`src/rtl/score_digit_addresser.sv`:
```
// score_digit_addresser
// Keeps a 3-digit saturating BCD score. Maps the VGA scan position onto a
// 3-digit score field and drives the addresses for the digit-glyph ROM.
// Ports:
//   clock_25        pixel clock; all state changes on its rising edge
//   reset           synchronous, active-high
//   h_count/v_count current scan position
//   point           score event; only its rising edge counts
//   clear_score     level; zeroes the score while high
//   selected_number glyph index to the ROM; stage 1
//   count           ROM bit index 2*(row*10+col); stage 2
//   digit_active    high when the ROM pixel belongs to a digit; stage 2
//   score_bcd       {hundreds, tens, units}
//   score_max       high while the score is 999
module score_digit_addresser #(
  parameter logic [9:0] ORIGIN_X = 10'd560,
  parameter logic [9:0] ORIGIN_Y = 10'd8,
  parameter int         PITCH    = 12
) (
  input  logic        clock_25,
  input  logic        reset,
  input  logic [9:0]  h_count,
  input  logic [9:0]  v_count,
  input  logic        point,
  input  logic        clear_score,
  output logic [4:0]  selected_number,
  output logic [7:0]  count,
  output logic        digit_active,
  output logic [11:0] score_bcd,
  output logic        score_max
);

  localparam logic [9:0] PITCH_1 = 10'(PITCH);
  localparam logic [9:0] PITCH_2 = 10'(2 * PITCH);
  localparam logic [9:0] FIELD_W = 10'(2 * PITCH + 10);

  logic        point_d;
  logic        inc_req;
  logic [11:0] score_next;

  logic [9:0]  rel_x;
  logic [9:0]  row;
  logic [9:0]  col;
  logic [3:0]  digit;
  logic        in_field;
  logic [7:0]  lin;
  logic [4:0]  sel_next;
  logic [7:0]  cnt_next;
  logic        act_next;

  logic [7:0]  cnt_s1;
  logic        act_s1;

  assign inc_req   = point & ~point_d;
  assign score_max = (score_bcd == 12'h999);

  // Ripple the carries through all three digits in one cycle; 999 holds.
  always_comb begin
    score_next = score_bcd;
    if (inc_req && !score_max) begin
      if (score_bcd[3:0] != 4'd9) begin
        score_next[3:0] = score_bcd[3:0] + 4'd1;
      end else begin
        score_next[3:0] = 4'd0;
        if (score_bcd[7:4] != 4'd9) begin
          score_next[7:4] = score_bcd[7:4] + 4'd1;
        end else begin
          score_next[7:4]  = 4'd0;
          score_next[11:8] = score_bcd[11:8] + 4'd1;
        end
      end
    end
  end

  // Underflow of rel_x/row wraps to large values and falls outside.
  always_comb begin
    rel_x    = h_count - ORIGIN_X;
    row      = v_count - ORIGIN_Y;
    col      = '0;
    digit    = '0;
    lin      = '0;
    sel_next = '0;
    cnt_next = '0;
    act_next = 1'b0;
    in_field = (h_count >= ORIGIN_X) && (rel_x < FIELD_W) && (row < 10'd10);

    if (rel_x < PITCH_1) begin
      col   = rel_x;
      digit = score_bcd[11:8];
    end else if (rel_x < PITCH_2) begin
      col   = rel_x - PITCH_1;
      digit = score_bcd[7:4];
    end else begin
      col   = rel_x - PITCH_2;
      digit = score_bcd[3:0];
    end

    // col >= 10 is the inter-digit gap
    if (in_field && (col < 10'd10)) begin
      lin      = row[7:0] * 8'd10 + col[7:0];
      sel_next = {1'b0, digit};
      cnt_next = {lin[6:0], 1'b0};
      act_next = 1'b1;
    end
  end

  always_ff @(posedge clock_25) begin
    if (reset) begin
      point_d   <= 1'b0;
      score_bcd <= 12'h000;
    end else begin
      point_d <= point;
      if (clear_score) begin
        score_bcd <= 12'h000;
      end else begin
        score_bcd <= score_next;
      end
    end
  end

  // The ROM registers the glyph select but indexes combinationally, so
  // count and digit_active trail selected_number by one extra stage.
  always_ff @(posedge clock_25) begin
    if (reset) begin
      selected_number <= '0;
      cnt_s1          <= '0;
      act_s1          <= 1'b0;
      count           <= '0;
      digit_active    <= 1'b0;
    end else begin
      selected_number <= sel_next;
      cnt_s1          <= cnt_next;
      act_s1          <= act_next;
      count           <= cnt_s1;
      digit_active    <= act_s1;
    end
  end

endmodule

```
`config.mk`:
```
export PLATFORM = sky130hd
export DESIGN_NAME = score_digit_addresser
export DESIGN_NICKNAME = d
export VERILOG_FILES = /design/src/rtl/score_digit_addresser.sv
export SDC_FILE = /design/constraint.sdc
export NUM_CORES = 1
export LEC_CHECK = 0
export ABC_AREA = 1
export ABC_CLOCK_PERIOD_IN_PS = 2800
export CAP_MARGIN = 20
export CORE_ASPECT_RATIO = 0.6
export CORE_MARGIN = 2
export CORE_UTILIZATION = 45
export DETAILED_ROUTE_END_ITERATION = 6
export PLACE_DENSITY_LB_ADDON = 0.1
export SLEW_MARGIN = 20
export SYNTH_ARGS = -nofsm -noshare
export SYNTH_HDL_FRONTEND = slang
export SYNTH_SLANG_ARGS = --single-unit
export TNS_END_PERCENT = 10
```
`constraint.sdc`:
```
create_clock -name clock_25 -period 2.8 [get_ports clock_25]
set_input_delay 0.56 -clock clock_25 [delete_from_list [all_inputs] [get_ports clock_25]]
set_output_delay 0.56 -clock clock_25 [all_outputs]
set_load 0.02 [all_outputs]
```
==> results_dict.tcl <==
set metrics [dict create \
    status "finished clean" \
    ff2ff_setup_slack_ns 0.74 \
    clk_path_buf_depth 2 \
    ios 51 \
    syn2layout_area_growth_pct 42.0 \
    place.gp.congestion 0.852 \
    skew_ns 0.00701 \
    synth-compound-area-share_pct 11.3 \
    end_kind "flip-flop" \
    synth_xor_area_share_pct 3.57 \
    avgSynthCellArea_sq_um 7.08 \
    dieHeight_microns 58.3 \
    post-dp-hpwl_microns 4250 \
    ctsHtreeMaxLevel 2 \
    leakage_nw 1.45 \
    grt_pass1_wl_microns 8570 \
    drt-met1-wl_microns 2960 \
    yosysSeqAreaShare_pct 29.9 \
    drt-initial-drc-count 82 \
    via_per_inst 4.54 \
    rsz0062_at_grt "yes" \
    min_to "count[3]$_SDFF_PP0_" \
    yosysTopAreaCell "dfxtp_1" \
    grt_overflow_total 0 \
    whs_ns 0.400 \
    holdBufCountCts 0 \
    synth_cell_type_count 34 \
    setup_tns_ns 0 \
    instances_no_fill 457 \
    cts_sinks 33 \
    syn_inst 312 \
    synthSimpleGateAreaFrac_pct 29.6 \
    netlist_area_sq_mm 0.00221 \
    drc_errors 0 \
    start_util_pct 47.6 \
    p_sw_mw 0.348 \
    pwr-share-seq_pct 37.3 \
    synth_top_family_by_area "simple AND/OR/NAND/NOR gates" \
    setup_ws_ns 0.0685 \
    crit_arrival_ns 2.95 \
    wl_per_cell_microns 11.8 \
    vdd_drop_max_mv 0.296 \
    dp.cells 448 \
    cts.reportedPaths.clkPinSlew_ns 0.07 \
    port_buffers 48 \
    path_class "primary input to flip-flop" \
    drt_wl_total_microns 5390 \
    cts_inserted_buffers 5 \
    dr.max_layer_used "met4" \
    pwr-share-clk_pct 36.0 \
    combPwrFrac_pct 26.8 \
    grt_max_degree 13 \
    hold_viol_final 0 \
    hold_class "flip-flop to flip-flop" \
    design_area_sq_mm 0.00314 \
    groute.usage.overall_pct 20.2 \
    post-route-util_pct 67.6 \
    p_sw_share_pct 27.5 \
    power.density_mw_per_mm2 404 \
    die_x_microns 94.4 \
    dr_wl_met3_microns 269 \
    netlist.area_leader.share_pct 29.9 \
    row_count 19 \
    crit_fanout 2 \
    core_sq_mm 0.00464 \
    r2r-end "score_bcd[7]$_SDFFE_PP0P_" \
    synth.area.mux_share_pct 0 \
    worstRegToRegCells 12 \
    cts_tree "done" \
    ys_seq_elements 33 \
    power_mw 1.27 \
    yosys_warnings 0 \
    clock-root-buffer "clkbuf_8" \
    period_share_pct 97.6 \
    hp-start "cnt_s1[3]$_SDFF_PP0_" \
    fmax_mhz 366 \
    antenna_cells 0 \
    yosys.area_share.adder_pct 13.1 \
    worstPathRequired_ns 3.02 \
    ys_top_cells_by_area "dfxtp_1 (30%), ha_1 (11%), inv_1 (10%), nand2_1 (9.2%), nor2_1 (7.1%)" \
    report.final.slew_viol_count 0 \
    dieArea_sq_mm 0.00550 \
    clk_latency_ns 0.28 \
    wl_met2_microns 2140 \
    cp-start-kind "primary input" \
    whs_path_depth 2 \
    r2r_start "score_bcd[7]$_SDFFE_PP0P_" \
    dpl-instance-area_sq_mm 0.00296 \
    first_global_vias 1819 \
    antenna_found_initial 0 \
    drive_gt1_share_pct 19.3 \
    internal_power_mw 0.919 \
    fin_nets 439 \
    first_pass_iters 4 \
    detail-route-antenna-nets 0 \
    dp_worst_setup_slack_ns -0.496 \
    final-setup-viol-count 0 \
    vias 2077 \
    min_period_ns 2.73 \
    maxCapViolCount 0 \
]
[power groups by stage]
stage               clock network [mW]  registers, mW  logic, mW
floorplan                            0          0.483      0.188
global placement                     0          0.483      0.302
detailed placement                   0          0.483      0.308
CTS                              0.460          0.472      0.314
global route                     0.483          0.472      0.376
finish                           0.456          0.472      0.339
[Yosys cell counts]
master / instances
a21boi_0: 1
a21oi_1: 12
a21oi_2: 1
and2_1: 2
buf_4: 3
buf_6: 1
clkbuf_1: 2
conb_1: 1
dfxtp_1: 33
fa_1: 2
ha_1: 20
inv_1: 60
inv_2: 1
nand2_1: 54
nand2_2: 4
nand2_4: 1
nand3_1: 13
nand3_2: 3
nand3_4: 1
nand4_1: 8
nor2_1: 42
nor2_2: 1
nor2_4: 5
nor3_1: 2
nor3_2: 1
o211a_1: 1
o211ai_1: 1
o21ai_0: 22
o21ai_2: 1
o21ai_4: 1
o21bai_1: 2
o22ai_1: 1
xnor2_1: 6
xor2_1: 3
[flip-flops by register name, summed over array words and instances, names as in the netlist]
signal	count
digit_active	1
point_d	1
count	7
selected_number	4
cnt_s1	7
act_s1	1
score_bcd	12
[layout by cell type (no fill, tap or decap), drive strengths merged]
| cell | synthesis | final |
|---|---|---|
| a21boi | 1 | 1 |
| a21oi | 13 | 13 |
| and2 | 2 | 2 |
| buf | 4 | 31 |
| bufinv | 0 | 1 |
| clkbuf | 2 | 9 |
| clkdlybuf4s50 | 0 | 44 |
| conb | 1 | 2 |
| dfxtp | 33 | 33 |
| dlygate4sd2 | 0 | 1 |
| dlymetal6s2s | 0 | 1 |
| fa | 2 | 2 |
| ha | 20 | 20 |
| inv | 61 | 61 |
| nand2 | 59 | 59 |
| nand3 | 17 | 17 |
| nand4 | 8 | 8 |
| nor2 | 48 | 48 |
| nor3 | 3 | 3 |
| o211a | 1 | 1 |
| o211ai | 1 | 1 |
| o21ai | 24 | 24 |
| o21bai | 2 | 2 |
| o22ai | 1 | 1 |
| xnor2 | 6 | 6 |
| xor2 | 3 | 3 |
[worst max-delay path, cell delays in order]
cell and delay [ns]:
clkdlybuf4s50_1 0.48, inv_1 0.05, ha_1 0.27, inv_1 0.06, ha_1 0.27, inv_1 0.05
fa_2 0.35, xnor2_2 0.20, xnor2_1 0.15, xor2_1 0.19, inv_1 0.09, nand3_2 0.08
nand2_1 0.07, nor2_1 0.08
[what timing repair did]
item,CTS,global route
pin swaps,5,9
buffers inserted,0,1
resized for setup,8,18
setup endpoints to repair,3,3
[worst max-delay path by stage]
stage / startpoint / endpoint / slack [ns] / cells past startpoint
global route: h_count[7] / cnt_s1[6]$_SDFF_PP0_ / -0.05 / 16
global placement: h_count[4] / cnt_s1[6]$_SDFF_PP0_ / -0.40 / 17
finish: v_count[4] / cnt_s1[7]$_SDFF_PP0_ / 0.07 / 14
CTS: h_count[5] / cnt_s1[6]$_SDFF_PP0_ / 0.05 / 17
detailed placement: h_count[4] / cnt_s1[6]$_SDFF_PP0_ / -0.50 / 17
floorplan: h_count[4] / cnt_s1[6]$_SDFF_PP0_ / 0.02 / 17
[layer usage]
| metal | up-vias | track usage [%] |
|---|---|---|
| met5 | - | 0 |
| met4 | 0 | 3.11 |
| met3 | 2 | 4.68 |
| met2 | 60 | 28.2 |
| met1 | 884 | 31.9 |
| li1 | 1131 | - |
[area by class of cell]
cell class / instances / area (sq um)
inverters: 61 / 229
fillers: 414 / 1500
well taps: 63 / 78.8
clock inverters: 1 / 30.0
repair buffers: 79 / 704
flip-flops and latches: 33 / 661
multi-input cells: 213 / 1350
clock buffers: 7 / 86.3
[cells by family after synthesis]
family | count (synthesis)
flops | 33
buf+inv | 67
fa+ha+maj | 22
simple gates | 137
compound gates | 43
xor+xnor | 9
other cells | 1
Note: power is estimated with default switching activity, not from simulation.
